===== config.mk =====
export PLATFORM = sky130hd
export DESIGN_NAME = multicyc_mem_port
export DESIGN_NICKNAME = d
export VERILOG_FILES = /design/src/rtl/multicyc_mem_port_pkg.sv /design/src/rtl/mem_timeout_cnt.sv /design/src/rtl/multicyc_mem_port.sv
export SDC_FILE = /design/constraint.sdc
export NUM_CORES = 1
export LEC_CHECK = 0
export CORE_UTILIZATION = 30
export CTS_CLUSTER_SIZE = 30
export DETAILED_ROUTE_END_ITERATION = 16
export PLACE_DENSITY = 0.6
export SLEW_MARGIN = 10
export SYNTH_ARGS = -nofsm -noshare
export SYNTH_HDL_FRONTEND = slang
export SYNTH_SLANG_ARGS = --single-unit
export TNS_END_PERCENT = 30

===== constraint.sdc =====
create_clock -name clk -period 1.7 [get_ports clk]
set_input_delay 0.34 -clock clk [delete_from_list [all_inputs] [get_ports clk]]
set_output_delay 0.34 -clock clk [all_outputs]
set_load 0.01 [all_outputs]

===== src/rtl/multicyc_mem_port_pkg.sv =====
// Shared types and constants for the multicycle core's memory access unit.
//   mem_port_state_t : access sequencer states
//   mem_target_t     : where the read data of an access lands
//   AddrPC/AddrALUout: encodings of the controller's mem_addr_sel select
//   pick_target()    : resolves simultaneous requests (store > load > fetch)
// Optional feature macro used by the files that import this package: MEM_TIMEOUT_EN.
package multicyc_mem_port_pkg;

  typedef enum logic [1:0] {
    MP_IDLE = 2'd0,
    MP_BUSY = 2'd1,
    MP_DONE = 2'd2
  } mem_port_state_t;

  typedef enum logic [1:0] {
    TGT_NONE = 2'd0,
    TGT_IR   = 2'd1,
    TGT_MDR  = 2'd2
  } mem_target_t;

  localparam logic AddrPC     = 1'b0;
  localparam logic AddrALUout = 1'b1;

  // A store captures nothing, so it maps to TGT_NONE even if a fetch or
  // load is requested in the same cycle.
  function automatic mem_target_t pick_target(input logic ir_we,
                                              input logic mem_rd,
                                              input logic mem_wr);
    mem_target_t tgt;
    if (mem_wr)      tgt = TGT_NONE;
    else if (mem_rd) tgt = TGT_MDR;
    else if (ir_we)  tgt = TGT_IR;
    else             tgt = TGT_NONE;
    return tgt;
  endfunction

endpackage


===== src/rtl/mem_timeout_cnt.sv =====
// BUSY-cycle watchdog for multicyc_mem_port (only instantiated when
// MEM_TIMEOUT_EN is defined).
// Ports:
//   clk, reset_n : clock, synchronous active-low reset
//   load_i       : entering BUSY this edge; reload the counter
//   en_i         : currently in BUSY
//   tc_o         : this is the TIMEOUT_CYC-th BUSY cycle without ack
module mem_timeout_cnt #(
  parameter int TIMEOUT_CYC = 64
) (
  input  logic clk,
  input  logic reset_n,
  input  logic load_i,
  input  logic en_i,
  output logic tc_o
);

  localparam int CNT_W = (TIMEOUT_CYC > 2) ? $clog2(TIMEOUT_CYC) : 1;

  logic [CNT_W-1:0] cnt_q, cnt_d;

  // Down-counter: loaded with TIMEOUT_CYC-1 so that it hits zero in the
  // TIMEOUT_CYC-th BUSY cycle.
  always_comb begin
    cnt_d = cnt_q;
    if (load_i)
      cnt_d = CNT_W'(TIMEOUT_CYC - 1);
    else if (en_i && (cnt_q != '0))
      cnt_d = cnt_q - CNT_W'(1);
  end

  always_ff @(posedge clk) begin
    if (!reset_n) cnt_q <= '0;
    else          cnt_q <= cnt_d;
  end

  assign tc_o = en_i && (cnt_q == '0);

endmodule


===== src/rtl/multicyc_mem_port.sv =====
// Memory access unit between the multicycle controller and a variable-latency
// req/ack bus. Owns the instruction register (instr) and memory data register
// (mdr); holds stall high until each access completes.
// Ports:
//   clk, reset_n             : clock, synchronous active-low reset
//   pc, alu_out, wr_data     : fetch address, load/store address, store data
//   mem_addr_sel             : AddrPC / AddrALUout
//   ir_we, mem_rd, mem_wr    : fetch / load / store requests
//   stall                    : controller must hold state
//   instr, mdr               : captured instruction / load data
//   bus_req/we/addr/wdata    : bus request side (address/data latched)
//   bus_ack, bus_rdata       : bus completion strobe and read data
//   bus_err                  : sticky timeout flag (MEM_TIMEOUT_EN only)
// Build option: MEM_TIMEOUT_EN adds the BUSY watchdog, TIMEOUT_CYC and bus_err.
//
// state   | meaning
// MP_IDLE | waiting for a request; stall follows the request lines
// MP_BUSY | bus_req high, waiting for bus_ack (or timeout)
// MP_DONE | access finished, stall low for one cycle so the controller advances
module multicyc_mem_port
  import multicyc_mem_port_pkg::*;
#(
  parameter int ADDR_W = 32,
  parameter int DATA_W = 32
`ifdef MEM_TIMEOUT_EN
  ,
  parameter int TIMEOUT_CYC = 64
`endif
) (
  input  logic              clk,
  input  logic              reset_n,
  input  logic [ADDR_W-1:0] pc,
  input  logic [ADDR_W-1:0] alu_out,
  input  logic [DATA_W-1:0] wr_data,
  input  logic              mem_addr_sel,
  input  logic              ir_we,
  input  logic              mem_rd,
  input  logic              mem_wr,
  output logic              stall,
  output logic [DATA_W-1:0] instr,
  output logic [DATA_W-1:0] mdr,
  output logic              bus_req,
  output logic              bus_we,
  output logic [ADDR_W-1:0] bus_addr,
  output logic [DATA_W-1:0] bus_wdata,
  input  logic              bus_ack,
  input  logic [DATA_W-1:0] bus_rdata
`ifdef MEM_TIMEOUT_EN
  ,
  output logic              bus_err
`endif
);

  mem_port_state_t state_q, state_d;
  mem_target_t     target_q, target_d;
  logic [ADDR_W-1:0] addr_q, addr_d;
  logic              we_q, we_d;
  logic [DATA_W-1:0] wdata_q, wdata_d;
  logic [DATA_W-1:0] instr_q, instr_d;
  logic [DATA_W-1:0] mdr_q, mdr_d;
  logic              any_req;

  assign any_req = ir_we | mem_rd | mem_wr;

`ifdef MEM_TIMEOUT_EN
  logic err_q, err_d;
  logic tmo_tc;

  mem_timeout_cnt #(
    .TIMEOUT_CYC (TIMEOUT_CYC)
  ) u_timeout (
    .clk     (clk),
    .reset_n (reset_n),
    .load_i  ((state_q == MP_IDLE) && any_req),
    .en_i    (state_q == MP_BUSY),
    .tc_o    (tmo_tc)
  );
`endif

  always_comb begin
    state_d  = state_q;
    target_d = target_q;
    addr_d   = addr_q;
    we_d     = we_q;
    wdata_d  = wdata_q;
    instr_d  = instr_q;
    mdr_d    = mdr_q;
    stall    = 1'b0;
    bus_req  = 1'b0;
`ifdef MEM_TIMEOUT_EN
    err_d    = err_q;
`endif
    case (state_q)
      MP_IDLE: begin
        if (any_req) begin
          stall    = 1'b1;
          state_d  = MP_BUSY;
          we_d     = mem_wr;
          wdata_d  = wr_data;
          target_d = pick_target(ir_we, mem_rd, mem_wr);
          case (mem_addr_sel)
            AddrPC:     addr_d = pc;
            AddrALUout: addr_d = alu_out;
          endcase
        end
      end
      MP_BUSY: begin
        stall   = 1'b1;
        bus_req = 1'b1;
        if (bus_ack) begin
          state_d = MP_DONE;
          if (target_q == TGT_IR)  instr_d = bus_rdata;
          if (target_q == TGT_MDR) mdr_d   = bus_rdata;
        end
`ifdef MEM_TIMEOUT_EN
        // A zero instruction is the sll NOP, so a failed fetch executes harmlessly.
        else if (tmo_tc) begin
          state_d = MP_DONE;
          err_d   = 1'b1;
          if (target_q == TGT_IR)  instr_d = '0;
          if (target_q == TGT_MDR) mdr_d   = '0;
        end
`endif
      end
      MP_DONE: state_d = MP_IDLE;
      default: state_d = MP_IDLE;
    endcase
  end

  always_ff @(posedge clk) begin
    if (!reset_n) begin
      state_q  <= MP_IDLE;
      target_q <= TGT_NONE;
      addr_q   <= '0;
      we_q     <= 1'b0;
      wdata_q  <= '0;
      instr_q  <= '0;
      mdr_q    <= '0;
    end else begin
      state_q  <= state_d;
      target_q <= target_d;
      addr_q   <= addr_d;
      we_q     <= we_d;
      wdata_q  <= wdata_d;
      instr_q  <= instr_d;
      mdr_q    <= mdr_d;
    end
  end

`ifdef MEM_TIMEOUT_EN
  always_ff @(posedge clk) begin
    if (!reset_n) err_q <= 1'b0;
    else          err_q <= err_d;
  end

  assign bus_err = err_q;
`endif

  assign instr     = instr_q;
  assign mdr       = mdr_q;
  assign bus_we    = we_q;
  assign bus_addr  = addr_q;
  assign bus_wdata = wdata_q;

endmodule


Word-level counts from Yosys, hierarchy flattened
Index checks and enable logic that the tools add are counted.
{ "word_totals": {"register_bits": 133, "latch_bits": 0, "ramBits": 0, "mem_bits_ro": 0, "out_inout_bits": 131, "mem_count": 0} }
{ "op_classes": {"add_sub_neg": 0, "multipliers": 0, "n_div": 0, "order_cmp": 0, "n_eq_ne": 5, "shifts": 0, "mux": 10, "bitwise": 3, "n_reduce_logical": 5} }
{ "ops": {"columns": ["op", "count"], "rows": [
  ["one-hot mux 32 bit (2 select lines)", 1],
  ["2-to-1 mux 2 bit", 4],
  ["AND reduction 3 bit", 2],
  ["equality test 2 x 1 -> 1 bit, second input constant", 2],
  ["!= test 2 bit, second input constant", 2],
  ["one-hot mux 2 bit (2 select lines)", 1],
  ["AND reduction 2 bit", 2],
  ["2-to-1 mux 1 bit", 3],
  ["equality test 2 bit, second input constant", 1],
  ["zero test 2 bit", 1],
  ["bitwise OR 1 bit", 2],
  ["one-hot mux 1 bit (2 select lines)", 1],
  ["NOT 1 bit", 1]
]} }

Longest topological paths before layout
Gate-level depths: netlist of run 1.
{ "logic_depth": {"depth_word": 4, "depth_mapped": 6, "mapped_depth_nobuf": 3} }

Least setup slack after synthesis of run 1
No wires, ideal clock.
{ "synth_timing": {"kind": "input -> register", "from": "input port mem_wr", "to": "register addr_q[0], in the netlist bus_addr[0]", "arrival_ns": 1.408, "t_required_ns": 1.584, "path_slack_ns": 0.176, "stages": 6, "path_buffers": 3, "path_cell_list": "or3_1 -> buf_2 -> and2_4 -> buf_6 -> buf_6 -> o211a_1"} }
{ "synth_between": {"elab_chain_cells": 2} }
{ "synth_lines": {"columns": ["item", "line_no", "source"], "rows": [
  ["start, declared", "multicyc_mem_port.sv:38", "input logic mem_wr,"],
  ["bitwise OR 1 bit", "multicyc_mem_port.sv:63", "assign any_req = ir_we | mem_rd | mem_wr;"],
  ["AND reduction 2 bit (no source line)", null, null],
  ["end signal, assigned", "multicyc_mem_port.sv:142", "addr_q <= addr_d;"],
  ["end, declared", "multicyc_mem_port.sv:56", "logic [ADDR_W-1:0] addr_q, addr_d;"]
]} }
Every way passes these cells.
A chain may end at the register's enable or synchronous reset.

Worst setup path in the final report of run 1
{ "layout_timing": {"from": "register we_q, in the netlist bus_we", "to": "output port bus_we"} }
{ "layout_rtl": {"columns": ["item", "line_no", "source"], "rows": [
  ["start, declared", "multicyc_mem_port.sv:57", "logic we_q, we_d;"],
  ["start signal, assigned", "multicyc_mem_port.sv:143", "we_q <= we_d;"],
  ["end, declared", "multicyc_mem_port.sv:43", "output logic bus_we,"]
]} }
No word-level cell between the ends.

==> results.sh, run 1 <==
export IMPL_status="complete, no violations"
export IMPL_netlist_area_um2=5410
export IMPL_r2r_slack_ns=0.12
export IMPL_syn_nets=690
export IMPL_yosysSeqAreaShare=0.492
export IMPL_drive_gt1_frac=0.0670
export IMPL_via_per_inst=4.62
export IMPL_crit_buf_inv=1
export IMPL_worstPathArrival_ns=1.32
export IMPL_ioPinCount=266
export IMPL_fillers=1548
export IMPL_numCtsBuffers=17
export IMPL_grt_overflow=0
export IMPL_setup_slack_ns=0.0359
export IMPL_ys_warnings_count=0
export IMPL_track_usage=0.180
export IMPL_syn_avg_cell_area_um2=9.75
export IMPL_worstReg2RegStart="state_q[0]$_SDFFE_PN0P_"
export IMPL_wl_per_cell_um=15.7
export IMPL_die_area_um2=18600
export IMPL_mostFrequentLayoutCells="clkdlybuf4s50_1 (239), nand2_1 (162), dfxtp_1 (132), mux2i_1 (128), nand3_1 (33)"
export IMPL_cp_required_ns=1.36
export IMPL_synth_seq_cells=133
export IMPL_start_kind="flip-flop"
export IMPL_pre_cts_ws_ns=-0.283
export IMPL_crit_chain="clkdlybuf4s50_1"
export IMPL_grt_max_degree=69
export IMPL_hold_depth=3
export IMPL_post_route_period_util=0.979
export IMPL_reg2regPathDepth=5
export IMPL_dp_hpwl_um=12100
export IMPL_die_y_um=136
export IMPL_min_to="bus_wdata[7]$_SDFFE_PN0P_"
export IMPL_p_leak_nw=4.01
export IMPL_endpoint_kind="output port"
export IMPL_area_growth_pct=65.7
export IMPL_slowest_stage="clkdlybuf4s50_1"
export IMPL_core_area_um2=17500
export IMPL_r2r_end="instr[26]$_SDFFE_PN0P_"
export IMPL_hold_path_class="input pin to flip-flop"
export IMPL_worst_pin_slew_ns=0.320
export IMPL_clock_path_buffers=2
export IMPL_io_buffers=265
export IMPL_initial_core_util=0.310
export IMPL_rows=48
export IMPL_cap_violations=0
export IMPL_drt_iter0_markers=170
export IMPL_die_w_um=136
export IMPL_gp_congestion=0.819
export IMPL_drtPass1Iterations=6
export IMPL_multi_input_comb_area_um2=2520
export IMPL_min_period_ns=1.66
export IMPL_setup_tns_ns=0
export IMPL_grt_pass1_vias=5061
export IMPL_wirelength_um=16400
export IMPL_crit_family="buffers and inverters"
export IMPL_powerDensity_nw_per_um2=917
export IMPL_final_common_cell="clkdlybuf4s50_1"
export IMPL_irDropWorstVdd_v=0.000654
export IMPL_clock_sinks=133
export IMPL_grt_pass1_wl_um=25500
export IMPL_ff_latch_area_um2=2660
export IMPL_finalHoldViolations=0
export IMPL_htree_num_levels=4
export IMPL_rsz0062_at_grt="true"
export IMPL_ant_nets=0
export IMPL_antennaDiodeCount=0
export IMPL_clk_pin_slew_ns=0.05
export IMPL_drc=0
export IMPL_cts_tree="yes"
export IMPL_yosysUniqueCellTypes=25
export IMPL_hold_start="reset_n"
export IMPL_syn_inst=555
export IMPL_path_class="flip-flop to output port"
export IMPL_relSlewSlack=0.786
export IMPL_ctsRootBufferMaster="clkbuf_16"
export IMPL_fin_skew_ns=0.00505
export IMPL_fin_nets=946
export IMPL_cpPeakStageDelay_ns=0.58
export IMPL_setup_viol=0
export IMPL_dr_total_vias=4828
export IMPL_clock_latency_ns=0.41
export IMPL_drv_slew=0
export IMPL_fmax_mhz=601
export IMPL_cp_max_fo=2
export IMPL_grt_antenna_before_repair=0
[synthesized netlist by cell type]
cell type | count | area, um^2
o211a_1 | 32 | 320
nor2_2 | 1 | 6.26
a21boi_1 | 1 | 7.51
nand2_1 | 162 | 608
buf_4 | 6 | 45.0
nand3_1 | 33 | 165
a21oi_1 | 1 | 5.00
o21ai_0 | 1 | 5.00
or3_1 | 1 | 6.26
nor3b_1 | 2 | 15.0
and3b_1 | 1 | 8.76
and3_1 | 2 | 12.5
dfxtp_1 | 133 | 2660
nor4_1 | 1 | 6.26
nor2_1 | 2 | 7.51
buf_6 | 6 | 67.6
o21ai_1 | 1 | 5.00
nand3b_1 | 2 | 15.0
and2_4 | 1 | 8.76
o31ai_1 | 1 | 7.51
mux2i_1 | 128 | 1280
buf_2 | 5 | 25.0
nor2b_1 | 1 | 6.26
clkbuf_1 | 28 | 105
buf_1 | 3 | 11.3
[worst max-delay path by stage]
stage	startpoint	slack, ns	depth (start not counted)	to
6_report	bus_we$_SDFFE_PN0P_	0.04	1	bus_we
5_1_grt	state_q[0]$_SDFFE_PN0P_	-0.005	5	instr[26]$_SDFFE_PN0P_
4_1_cts	mdr[30]$_SDFFE_PN0P_	0.002	1	mdr[30]
3_5_place_dp	mem_wr	-0.28	4	stall
3_3_place_gp	mem_wr	-0.30	4	stall
2_1_floorplan	mem_wr	0.18	6	bus_addr[0]$_SDFFE_PN0P_
[where the power goes]
part	internal [mW]	total, mW	leakage (nW)	switching (mW)
sequential	3.30	3.40	1.09	0.0992
clock	2.13	3.40	0.272	1.27
combinational	0.845	1.43	2.65	0.585
[area by class of cell]
| type | count | share of cell area |
|---|---|---|
| Tap cell | 225 | 0.0314 |
| Multi-Input combinational cell | 374 | 0.281 |
| Sequential cell | 133 | 0.297 |
| Clock buffer | 24 | 0.0548 |
| Clock inverter | 5 | 0.00558 |
| Timing Repair Buffer | 285 | 0.330 |
[cell families after synthesis]
kind of cell,Yosys count,share of synthesized area
simple gates,209,0.160
buf+inv,48,0.0469
compound gates,37,0.0647
flops,133,0.492
mux,128,0.237
[state kept, by name, summed over array words and instances, names as in the netlist]
name / flops
target_q: 2
bus_wdata: 32
bus_we: 1
state_q: 2
mdr: 32
bus_addr: 32
instr: 32
[through the flow]
step / utilization / std cells / hold WS (ns) / instance area (um^2) / total power, mW
2_1_floorplan: - / 555 / 0.455 / 5410 / 4.06
3_3_place_gp: 0.479 / 1017 / 0.442 / 8380 / 4.89
3_5_place_dp: 0.479 / 1017 / 0.447 / 8380 / 4.91
4_1_cts: 0.510 / 1046 / 0.263 / 8920 / 8.34
5_1_grt: 0.513 / 1046 / 0.287 / 8970 / 8.58
6_report: 0.513 / 1046 / 0.279 / 8970 / 8.23
[metal layers]
| layer | routed length, um | vias to the layer above | part of all wire | GRT usage |
|---|---|---|---|---|
| li1 | - | 2398 | - | - |
| met1 | 6460 | 2206 | 0.39 | 0.188 |
| met2 | 7920 | 183 | 0.48 | 0.310 |
| met3 | 1370 | 41 | 0.083 | 0.0690 |
| met4 | 661 | 0 | 0.040 | 0.100 |
| met5 | 0 | - | 0 | 0 |
[repair_timing]
action	in CTS	in global routing
pin swaps	1	0
resized for setup	8	21
hold buffers	0	0
setup endpoints to repair	3	20
buffers inserted	0	0
Note: power is estimated with default switching activity, not from simulation.
==> run 2, diff against run 1 <==
Settings changed: ABC_CLOCK_PERIOD_IN_PS set to 1700.
==> results of run 2 <==
Same layout as run 1: the final DEF is identical, and so are final timing and power.
